### config.mk
export PLATFORM = sky130hd
export DESIGN_NAME = jtag_user_bank
export DESIGN_NICKNAME = d
export VERILOG_FILES = /design/src/rtl/jtag_pkg.sv /design/src/rtl/jtag_edge_sync.sv /design/src/rtl/jtag_user_bank.sv
export SDC_FILE = /design/constraint.sdc
export NUM_CORES = 1
export LEC_CHECK = 0
export CAP_MARGIN = 20
export CORE_ASPECT_RATIO = 1.25
export CORE_MARGIN = 5
export CORE_UTILIZATION = 53
export DETAILED_ROUTE_END_ITERATION = 7
export GPL_TIMING_DRIVEN = 1
export PLACE_DENSITY = 0.82
export SLEW_MARGIN = 20
export SYNTH_ARGS = -nofsm -noshare
export SYNTH_HDL_FRONTEND = slang
export SYNTH_SLANG_ARGS = --single-unit
### constraint.sdc
create_clock -name CLK25 -period 2.3 [get_ports CLK25]
set_input_delay 0.46 -clock CLK25 [delete_from_list [all_inputs] [get_ports CLK25]]
set_output_delay 0.46 -clock CLK25 [all_outputs]
set_load 0.02 [all_outputs]
### src/rtl/jtag_pkg.sv
// Shared opcode constants, one-hot decode and parameter-legality helpers for the
// JTAG user-register bank.
package jtag_pkg;

  localparam int OP_NOOP    = 0;
  localparam int MAX_IR_W   = 8;
  localparam int MAX_FUNC_W = 1 << MAX_IR_W;

  function automatic int op_dsy(input int nreg);
    return nreg + 1;
  endfunction

  function automatic logic [MAX_FUNC_W-1:0] onehot(input logic [MAX_IR_W-1:0] op);
    return MAX_FUNC_W'(1) << op;
  endfunction

  function automatic bit params_ok(input int nreg, input int reg_w, input int ir_w);
    bit ok;
    ok = 1'b1;
    if (nreg < 1 || nreg > 14)     ok = 1'b0;
    if (reg_w < 1 || reg_w > 32)   ok = 1'b0;
    if (ir_w < 2 || ir_w > MAX_IR_W) ok = 1'b0;
    else if ((1 << ir_w) < nreg + 2) ok = 1'b0;
    return ok;
  endfunction

endpackage

### src/rtl/jtag_edge_sync.sv
// Two-flop synchroniser for raw BSCAN signals; with EDGE set it adds a third
// stage and outputs a one-cycle rising-edge pulse instead of the level.
module jtag_edge_sync #(
  parameter int W    = 1,
  parameter bit EDGE = 1'b1
) (
  input  logic         clk,
  input  logic         rst_n,
  input  logic [W-1:0] d,
  output logic [W-1:0] q
);

  logic [W-1:0] s1_q;
  logic [W-1:0] s2_q;

  always_ff @(posedge clk or negedge rst_n) begin
    if (!rst_n) begin
      s1_q <= '0;
      s2_q <= '0;
    end else begin
      s1_q <= d;
      s2_q <= s1_q;
    end
  end

  generate
    if (EDGE) begin : g_edge
      logic [W-1:0] s3_q;
      always_ff @(posedge clk or negedge rst_n) begin
        if (!rst_n) s3_q <= '0;
        else        s3_q <= s2_q;
      end
      assign q = s2_q & ~s3_q;
    end else begin : g_level
      assign q = s2_q;
    end
  endgenerate

endmodule

### src/rtl/jtag_user_bank.sv
// JTAG USER1 instruction decoder plus NREG user registers on USER2, all sampled
// in the CLK25 domain. Optional macro JTAG_READBACK_EN: CAPTURE loads PO into
// the selected shift register(s) so a scan reads back live contents.
module jtag_user_bank
  import jtag_pkg::*;
#(
  parameter int NREG  = 4,
  parameter int REG_W = 8,
  parameter int IR_W  = 4,
  parameter logic [NREG*REG_W-1:0] DEF_VALUES = '0
) (
  input  logic                   CLK25,
  input  logic                   RST_B,
  input  logic                   DRCK1,
  input  logic                   DRCK2,
  input  logic                   SEL1,
  input  logic                   SEL2,
  input  logic                   SHIFT,
  input  logic                   CAPTURE,
  input  logic                   UPDATE,
  input  logic                   TDI,
  output logic                   TDO1,
  output logic                   TDO2,
  output logic [(1<<IR_W)-1:0]   FUNC,
  output logic [NREG*REG_W-1:0]  PO,
  output logic [NREG-1:0]        UPD_STB
);

  localparam int FUNC_W = 1 << IR_W;
  localparam int BANK_W = NREG * REG_W;
  localparam int DSY    = op_dsy(NREG);

  generate
    if (!params_ok(NREG, REG_W, IR_W)) begin : g_bad_params
      $error("jtag_user_bank: illegal NREG/REG_W/IR_W combination");
    end
  endgenerate

  logic [3:0] edge_rise;
  logic [3:0] lvl;
  logic       drck1_rise, drck2_rise, cap_rise, upd_rise;
  logic       sel1_s, sel2_s, shift_s, tdi_s;

  jtag_edge_sync #(.W(4), .EDGE(1'b1)) u_edge_sync (
    .clk   (CLK25),
    .rst_n (RST_B),
    .d     ({UPDATE, CAPTURE, DRCK2, DRCK1}),
    .q     (edge_rise)
  );

  jtag_edge_sync #(.W(4), .EDGE(1'b0)) u_level_sync (
    .clk   (CLK25),
    .rst_n (RST_B),
    .d     ({TDI, SHIFT, SEL2, SEL1}),
    .q     (lvl)
  );

  assign {upd_rise, cap_rise, drck2_rise, drck1_rise} = edge_rise;
  assign {tdi_s, shift_s, sel2_s, sel1_s}             = lvl;

  logic [IR_W-1:0]   ir_sr_q,   ir_sr_d;
  logic [FUNC_W-1:0] func_q,    func_d;
  logic [BANK_W-1:0] sr_q,      sr_d;
  logic [BANK_W-1:0] po_q,      po_d;
  logic [NREG-1:0]   upd_stb_q, upd_stb_d;
  logic              tdo1_q,    tdo1_d;
  logic              tdo2_q,    tdo2_d;

  logic [NREG-1:0]   sel_reg;
  logic              dsy;

  // Opcodes 1..NREG map onto FUNC bits 1..NREG; DSY is the next bit up.
  assign sel_reg = func_q[NREG:1];
  assign dsy     = func_q[DSY];

  always_comb begin
    ir_sr_d   = ir_sr_q;
    func_d    = func_q;
    sr_d      = sr_q;
    po_d      = po_q;
    upd_stb_d = '0;
    tdo1_d    = ir_sr_q[0];
    tdo2_d    = 1'b0;

    if (upd_rise) begin
      if (sel1_s && !sel2_s) begin
        func_d = FUNC_W'(onehot(MAX_IR_W'(ir_sr_q)));
      end
      if (sel2_s && !sel1_s) begin
        for (int k = 0; k < NREG; k++) begin
          if (dsy || sel_reg[k]) begin
            po_d[k*REG_W +: REG_W] = sr_q[k*REG_W +: REG_W];
            upd_stb_d[k]           = 1'b1;
          end
        end
      end
    end else if (cap_rise) begin
`ifdef JTAG_READBACK_EN
      if (sel2_s) begin
        for (int k = 0; k < NREG; k++) begin
          if (dsy || sel_reg[k]) sr_d[k*REG_W +: REG_W] = po_q[k*REG_W +: REG_W];
        end
      end
`endif
    end else begin
      if (drck1_rise && sel1_s && shift_s) begin
        ir_sr_d = (ir_sr_q >> 1) | (IR_W'(tdi_s) << (IR_W - 1));
      end
      if (drck2_rise && sel2_s && shift_s) begin
        // The daisy chain is just the whole bank treated as one shift register.
        if (dsy) begin
          sr_d = (sr_q >> 1) | (BANK_W'(tdi_s) << (BANK_W - 1));
        end else begin
          for (int k = 0; k < NREG; k++) begin
            if (sel_reg[k]) begin
              sr_d[k*REG_W +: REG_W] = (sr_q[k*REG_W +: REG_W] >> 1)
                                     | (REG_W'(tdi_s) << (REG_W - 1));
            end
          end
        end
      end
    end

    if (dsy) begin
      tdo2_d = sr_q[0];
    end else begin
      for (int k = 0; k < NREG; k++) begin
        if (sel_reg[k]) tdo2_d = sr_q[k*REG_W];
      end
    end
  end

  always_ff @(posedge CLK25 or negedge RST_B) begin
    if (!RST_B) begin
      ir_sr_q   <= '0;
      func_q    <= FUNC_W'(1) << OP_NOOP;
      sr_q      <= DEF_VALUES;
      po_q      <= DEF_VALUES;
      upd_stb_q <= '0;
      tdo1_q    <= 1'b0;
      tdo2_q    <= 1'b0;
    end else begin
      ir_sr_q   <= ir_sr_d;
      func_q    <= func_d;
      sr_q      <= sr_d;
      po_q      <= po_d;
      upd_stb_q <= upd_stb_d;
      tdo1_q    <= tdo1_d;
      tdo2_q    <= tdo2_d;
    end
  end

  assign TDO1    = tdo1_q;
  assign TDO2    = tdo2_q;
  assign FUNC    = func_q;
  assign PO      = po_q;
  assign UPD_STB = upd_stb_q;

endmodule

; ---- Word level (Yosys, flattened, before mapping)
; Index checks and enable logic that the tools add are counted.
[op_classes]
n_bitwise = 10
n_reduce_logical = 26
mux = 16
shift = 1
[op_table]
columns = cell, count
row1 = 2-to-1 mux 32 bit, 1
row2 = 2-to-1 mux 8 bit, 4
row3 = bitwise OR 31 x 32 -> 32 bit, 1
row4 = bitwise OR 7 x 8 -> 8 bit, 4
row5 = AND reduction 4 bit, 4
row6 = "<< shifter 1 x 4 -> 16 bit, first input constant", 1
row7 = AND reduction 3 bit, 5
row8 = 2-to-1 mux 1 bit, 9
row9 = 2-to-1 mux 4 bit, 2
row10 = nonzero test 2 bit, 4
row11 = logical AND 1 bit, 6
row12 = AND 4 bit, 1
row13 = logical OR 1 bit, 4
row14 = inverter 4 bit, 1
row15 = bitwise OR 3 x 4 -> 4 bit, 1
row16 = logical NOT 1 bit, 2
row17 = inverter 1 bit, 2
row18 = AND reduction 2 bit, 1
[totals]
reg_bits = 110
elab_cells = 71

; ---- Longest topological paths before layout
; Gate-level depths: netlist (run 1).
[depth]
depth_word = 5
depth_mapped = 5
mapped_depth_nobuf = 3

; ---- Modules after synthesis
; From an unflattened synthesis (run 1), not the netlist that was laid out.
[hier_totals]
cells_unflattened = 264
hier_area_um2 = 4110.2
[modules_own_cells]
columns = mod, instances, seq_area_each_um2, area_per_inst_um2, cells_each
row1 = jtag_user_bank, 1, 2253.4, 3554.7, 240
row2 = jtag_edge_sync at u_edge_sync, 1, 300.3, 355.3, 16
row3 = jtag_edge_sync at u_level_sync, 1, 200.2, 200.2, 8

; ---- Least setup slack after synthesis (run 1)
; OpenSTA, ideal clock, no wires.
[synth_timing]
path_kind = register to register
start = register func_q[5] (netlist: FUNC[5])
end = register sr_q[10]
period_less_slack_ns = 1.716
arrival_time_ns = 1.591
slack_ns = 0.584
path_stages_with_launch = 5
path_buffers = 1
cell_sequence = dfrtp_1 buf_2 nor2_1 nor4_4 mux2_2
[synth_between]
elab_chain_len = 2
elab_cells_between_ends = 3
cone_classes = mux: 1 / reduce/logical: 2
[synth_rtl]
columns = item, line
row1 = start: declaration, jtag_user_bank.sv:62  ; logic [FUNC_W-1:0] func_q, func_d;
row2 = start signal: assignment, jtag_user_bank.sv:136  ; func_q <= FUNC_W'(1) << OP_NOOP;
row3 = start signal: assignment, jtag_user_bank.sv:144  ; func_q <= func_d;
row4 = nonzero test 2 bit (no source line), --
row5 = AND reduction 4 bit (no source line), --
row6 = end signal: assignment, jtag_user_bank.sv:145  ; sr_q <= sr_d;
row7 = end: declaration, jtag_user_bank.sv:63  ; logic [BANK_W-1:0] sr_q, sr_d;
; Several ways; a longest one is shown, not always the timed one.
; A chain may end at the register's enable or synchronous reset.

; ---- Worst setup path after layout (run 1)
[layout_timing]
start = register func_q[5] (netlist: FUNC[5])
end = output port FUNC[5]
[layout_rtl]
columns = item, line
row1 = end: declaration, jtag_user_bank.sv:24  ; output logic [(1<<IR_W)-1:0] FUNC,
; No word-level cell between the ends.

==> results.toml, run 1 <==
[clocking]
root_buffer = "clkbuf_8"
clkTransAtPathRegs_ns = 0.11
cts_tree = "done"
holdBufCountCts = 0
cts_setup_buffers = 0
clk-insertion-delay-late_ns = 0.37
cts.sinks = 110
ctsHtreeMaxLevel = 3
cts_resized = 0
cts_made_buffers = 9
clockBufferDepth = 2

[synthesis]
synth_area_mm2 = 0.004056
yosys-top-cells-area = "dfrtp_1 67%, mux2_2 18%, nand2_1 2.2%"
syn_inst = 261
synth.most_common_cell = "dfrtp_1"
yosys.area.top_type_share_pct = 67.24
synth_edf_count = 0
ys.flop_type = "dfrtp_1"
postSynthAreaPerCell_um2 = 15.54
yosysSeqAreaShare_pct = 67.89
ys_warn_count = 0
synth_area_leader_cell = "dfrtp_1"
synth-seq-cells = 110
async_flop_share_pct = 100.0
synth_common_cells = "109 x dfrtp_1, 65 x mux2_2, 24 x nand2_1"
synth_nets = 271
synth.distinct_cells = 26

[global_route]
grt_pass1_wl_um = 12230
antenna_found_initial = 0
grt_max_degree = 45
grtUsageTotal_pct = 16.80
grt_pass1_vias = 2395
grt.overflow.total = 0

[drt]
wirelength_um = 7138
route.detailed.drc = 0
firstDrtPassIters = 4
antenna_left = 0
num_vias = 2352
drt_iter0_drc = 110
viasPerCell = 5.534
routedWlPerCell_um = 16.80

[setup_path]
r2r_slack_ns = 0.44
slowest_stage = "clkdlybuf4s50_1"
cp_slowest_stage_delay_ns = 0.68
r2r_start = "FUNC[5]$_DFFE_PN0P_"
r2r_cells = 3
cp-start-kind = "flop"
worst-path-max-fanout = 12
cp.depth = 1
crit_family = "buffers and inverters"
cp_num_buf_inv = 1
r2r_end = "sr_q[29]$_DFFE_PN0P_"
end_kind = "output pin"
arrival_ns = 1.62
crit_type = "reg -> out"
cp_cell_sequence = "clkdlybuf4s50_1"
cp.required_ns = 1.84

[timing]
maxSlewHeadroom_pct = 43.33
worst_pin_slew_ns = 0.8484
drv_slew = 0
finClkSkew_ns = 0.01129
min_period_over_period_pct = 90.63
timing.final.crit_period_ns = 2.085
hold_violations = 0
rsz0062_at_grt = "false"
finalSetupViolCount = 0
setup_tns_ns = 0
max_freq_mhz = 479.7

[layout]
nets = 338
num_antenna_cells = 0
multi_input_area_mm2 = 0.001247
fill_cells = 544
area_growth_syn_to_layout_pct = 22.49
drive_gt1_share_pct = 28.83
regArea_mm2 = 0.002754
fin_area_mm2 = 0.004969

[place]
port_buffers = 63
dpl.hpwl_um = 5072
placed_cell_area_mm2 = 0.004791
gp_congestion = 0.7962

[power]
clkPwrFrac_pct = 31.2
p_comb_share_pct = 7.8
switching_share_pct = 25.95
p_leak_nw = 2.284
ir_drop_uv = 455.4
powerDensity_mw_per_mm2 = 683.7
internal_power_w = 0.002515
switching_power_w = 0.0008815
p_seq_share_pct = 61.0

[job]
maxCapViolCount = 0

[floorplan]
fp-row-count = 35
initial_core_util_pct = 54.81
die_h_um = 107.8
boundaryPins = 64
dieArea_mm2 = 0.009514
die_w_um = 88.25
core-area_mm2 = 0.007401

[min_path]
hold_path_class = "in -> async"

[run_status]
run_status = "finished, final reports clean"
## worst max-delay path by stage
stage	from	endpoint	slack, ns
2_1_floorplan	FUNC[5]$_DFFE_PN0P_	sr_q[10]$_DFFE_PN0P_	0.58
3_3_place_gp	FUNC[5]$_DFFE_PN0P_	sr_q[30]$_DFFE_PN0P_	0.50
4_1_cts	FUNC[5]$_DFFE_PN0P_	FUNC[5]	0.21
5_1_grt	FUNC[5]$_DFFE_PN0P_	FUNC[5]	0.15
3_5_place_dp	FUNC[5]$_DFFE_PN0P_	sr_q[25]$_DFFE_PN0P_	0.46
6_report	FUNC[5]$_DFFE_PN0P_	FUNC[5]	0.22
## layout make-up
type	instances	area share, %
inverters	1	0.07555
repair buffers	67	13.50
multi-input cells	139	25.11
clock buffers	9	2.493
clock inverters	7	1.083
flip-flops and latches	110	55.43
well taps	92	2.317
## sequential cells by signal, indices dropped and copies added, names as in the netlist
register and count:
PO 32, sr_q 32, FUNC 16, UPD_STB 4, ir_sr_q 4, u_edge_sync.g_edge.s3_q 4, u_edge_sync.s1_q 4, u_edge_sync.s2_q 4
u_level_sync.q 4, u_level_sync.s1_q 4, TDO1 1, TDO2 1
## power groups by stage
stage / logic [W] / registers [W] / clock network, W
finish: 0.000266 / 0.00207 / 0.00106
floorplan: 0.000129 / 0.00210 / 0
CTS: 0.000270 / 0.00207 / 0.00109
global placement: 0.000262 / 0.00210 / 0
global route: 0.000291 / 0.00208 / 0.00117
detailed placement: 0.000270 / 0.00211 / 0
## metal layers
layer  vias to the layer above  share of wire [%]  wire length, um  GRT usage [%]
li1                       1060                  -                -              -
met1                      1218                 41             2913          22.06
met3                        10                5.2              370          3.292
met2                        64                 52             3696          26.52
met4                         0                2.2              156          8.207
met5                         -                  0                0              0
## cell families (layout without fill, tap and decap cells)
group,Yosys count,count (layout),synth area share (%)
buf+inv,12,84,1.357
flops,110,110,67.89
mux,68,68,18.88
simple gates,51,51,8.174
compound gates,20,20,3.701
## stage by stage
step	hold WS, ns	utilization, %	std cells	setup slack [ns]	power [W]
after floorplan	0.1644	-	261	0.5843	0.002228
after global placement	0.3329	64.73	409	0.5048	0.002366
after detailed placement	0.3364	64.73	409	0.4622	0.002375
after CTS	0.01885	67.13	425	0.2109	0.003432
after global routing	0.03250	67.13	425	0.1542	0.003542
final	0.01576	67.13	425	0.2155	0.003397
## placed cells by master, fill, tap and decap left out, drive strengths merged, types with 2 or more instances in the layout
master           n
nor4             4
nand4b           2
clkdlybuf4s50   62
o41ai            6
mux2            68
buf              5
o31ai            9
a21oi            3
inv              4
nand2           24
nor2             8
nand2b           5
nand4bb          2
clkinv           4
nor2b            3
clkbuf           9
dfrtp          109
Note: power is estimated with default switching activity, not from simulation.
==> run 2, diff against run 1 <==
GPL_TIMING_DRIVEN = unset   (was 1)
==> results of run 2 <==
The final DEF is identical to that of run 1; final timing and power are the same.
==> run 3, diff against run 2 <==
GPL_ROUTABILITY_DRIVEN = 0   (was unset)
GPL_TIMING_DRIVEN = 0   (was unset)
PLACE_DENSITY = 0.79   (was 0.82)
==> results.toml, run 3 (same netlist as run 1, synthesis figures left out) <==
[run_status]
run_status = "finished, final reports clean"

[timing]
worst_pin_slew_ns = 0.5984
timing.final.crit_period_ns = 1.949
rsz0062_at_grt = "false"
min_period_over_period_pct = 84.73
finalSetupViolCount = 0
max_freq_mhz = 513.1
hold_violations = 0
maxSlewHeadroom_pct = 59.81
finClkSkew_ns = 0.01142
drv_slew = 0

[setup_path]
worst-path-max-fanout = 2
cp_num_buf_inv = 1
slowest_stage = "clkdlybuf4s50_1"
cp.required_ns = 1.84
cp_slowest_stage_delay_ns = 0.60
cp_cell_sequence = "clkdlybuf4s50_1"
crit_family = "buffers and inverters"
arrival_ns = 1.49
worstSetupStartpoint = "FUNC[0]$_DFFE_PN1P_"
crit_type = "reg -> out"
end_kind = "output pin"
cp-start-kind = "flop"
r2r_start = "FUNC[5]$_DFFE_PN0P_"

[drt]
antenna_left = 0
wirelength_um = 6914
routedWlPerCell_um = 16.00
dr_wl_met2_um = 3589
viasPerCell = 5.380
wl_met3_um = 286
route.detailed.drc = 0
highest_layer = "met4"
drt_iter0_drc = 82
num_vias = 2324
wl_met1_um = 2905
firstDrtPassIters = 4

[global_route]
grt.overflow.total = 0
grtUsageTotal_pct = 15.90
grt_pass1_vias = 2448
grt_max_degree = 59
grt_pass1_wl_um = 11700
antenna_found_initial = 0

[place]
dpl.hpwl_um = 4953
port_buffers = 63
placed_cell_area_mm2 = 0.004831
dp_cells = 417

[clocking]
clk-insertion-delay-late_ns = 0.36
cts_setup_buffers = 0
cts_resized = 0
clockBufferDepth = 2
ctsHtreeMaxLevel = 3
cts.sinks = 110
holdBufCountCts = 0
cts_tree = "done"
clkTransAtPathRegs_ns = 0.10
root_buffer = "clkbuf_8"
cts_made_buffers = 9

[layout]
fin_area_mm2 = 0.005054
fill_cells = 544
area_growth_syn_to_layout_pct = 24.58
num_antenna_cells = 0
drive_gt1_share_pct = 27.65
final_common_cell = "dfrtp_1"
mostFrequentLayoutCells = "109 x dfrtp_1, 65 x mux2_2, 62 x clkdlybuf4s50_1"
fin_cells = 432
nets = 346
regArea_mm2 = 0.002754
multi_input_area_mm2 = 0.001247
final_util_pct = 68.28

[floorplan]
initial_core_util_pct = 54.81
boundaryPins = 64
die_w_um = 88.25
dieArea_mm2 = 0.009514
die_h_um = 107.8
fp-row-count = 35
core-area_mm2 = 0.007401

[power]
total_power_w = 0.003590
powerDensity_mw_per_mm2 = 710.3
p_leak_nw = 2.315
ir_drop_uv = 407.2

[job]
maxCapViolCount = 0

[min_path]
hold_path_class = "in -> async"
## run 3: per-layer routing
| metal | vias up | GRT usage (%) |
|---|---|---|
| met4 | 0 | 7.127 |
| met2 | 52 | 25.99 |
| met5 | - | 0 |
| met1 | 1192 | 20.61 |
| li1 | 1068 | - |
| met3 | 12 | 2.680 |
## run 3: layout make-up
| cell class | instances | area share [%] |
|---|---|---|
| well taps | 92 | 2.278 |
| flip-flops and latches | 110 | 54.49 |
| clock inverters | 3 | 1.337 |
| clock buffers | 12 | 3.070 |
| repair buffers | 64 | 13.05 |
| plain buffers | 11 | 1.015 |
| inverters | 1 | 0.07428 |
| multi-input cells | 139 | 24.68 |
## run 3: metrics by stage
step | TNS, ns | hold slack [ns] | worst slack (ns)
4_1_cts | 0 | 0.04096 | 0.3171
6_report | 0 | 0.03508 | 0.3512
3_3_place_gp | -342.56 | 0.3332 | -3.130
5_1_grt | 0 | 0.04938 | 0.3014
2_1_floorplan | 0 | 0.1644 | 0.5843
3_5_place_dp | 0 | 0.3347 | 0.4917
## run 3: worst paths after layout
check / end / slack [ns] / cells after the start
setup reg to reg: sr_q[27]$_DFFE_PN0P_ / 0.49 / 4
max in group asynchronous: sr_q[24]$_DFFE_PN0P_ / 1.63 / 2
min in group CLK25: u_edge_sync.s2_q[0]$_DFF_PN0_ / 0.35 / 0
hold / removal: PO[12]$_DFFE_PN0P_ / 0.04 / 1
hold reg to reg: u_edge_sync.s2_q[0]$_DFF_PN0_ / 0.35 / 0
setup / recovery: FUNC[0] / 0.35 / 1
## run 3: report_power, final
group,leakage [nW],switching (W),internal (W)
Combinational,0.725,0.000186,0.000119
Sequential,1.48,0.0000376,0.00200
Clock,0.109,0.000581,0.000668
Total,2.32,0.000805,0.00278
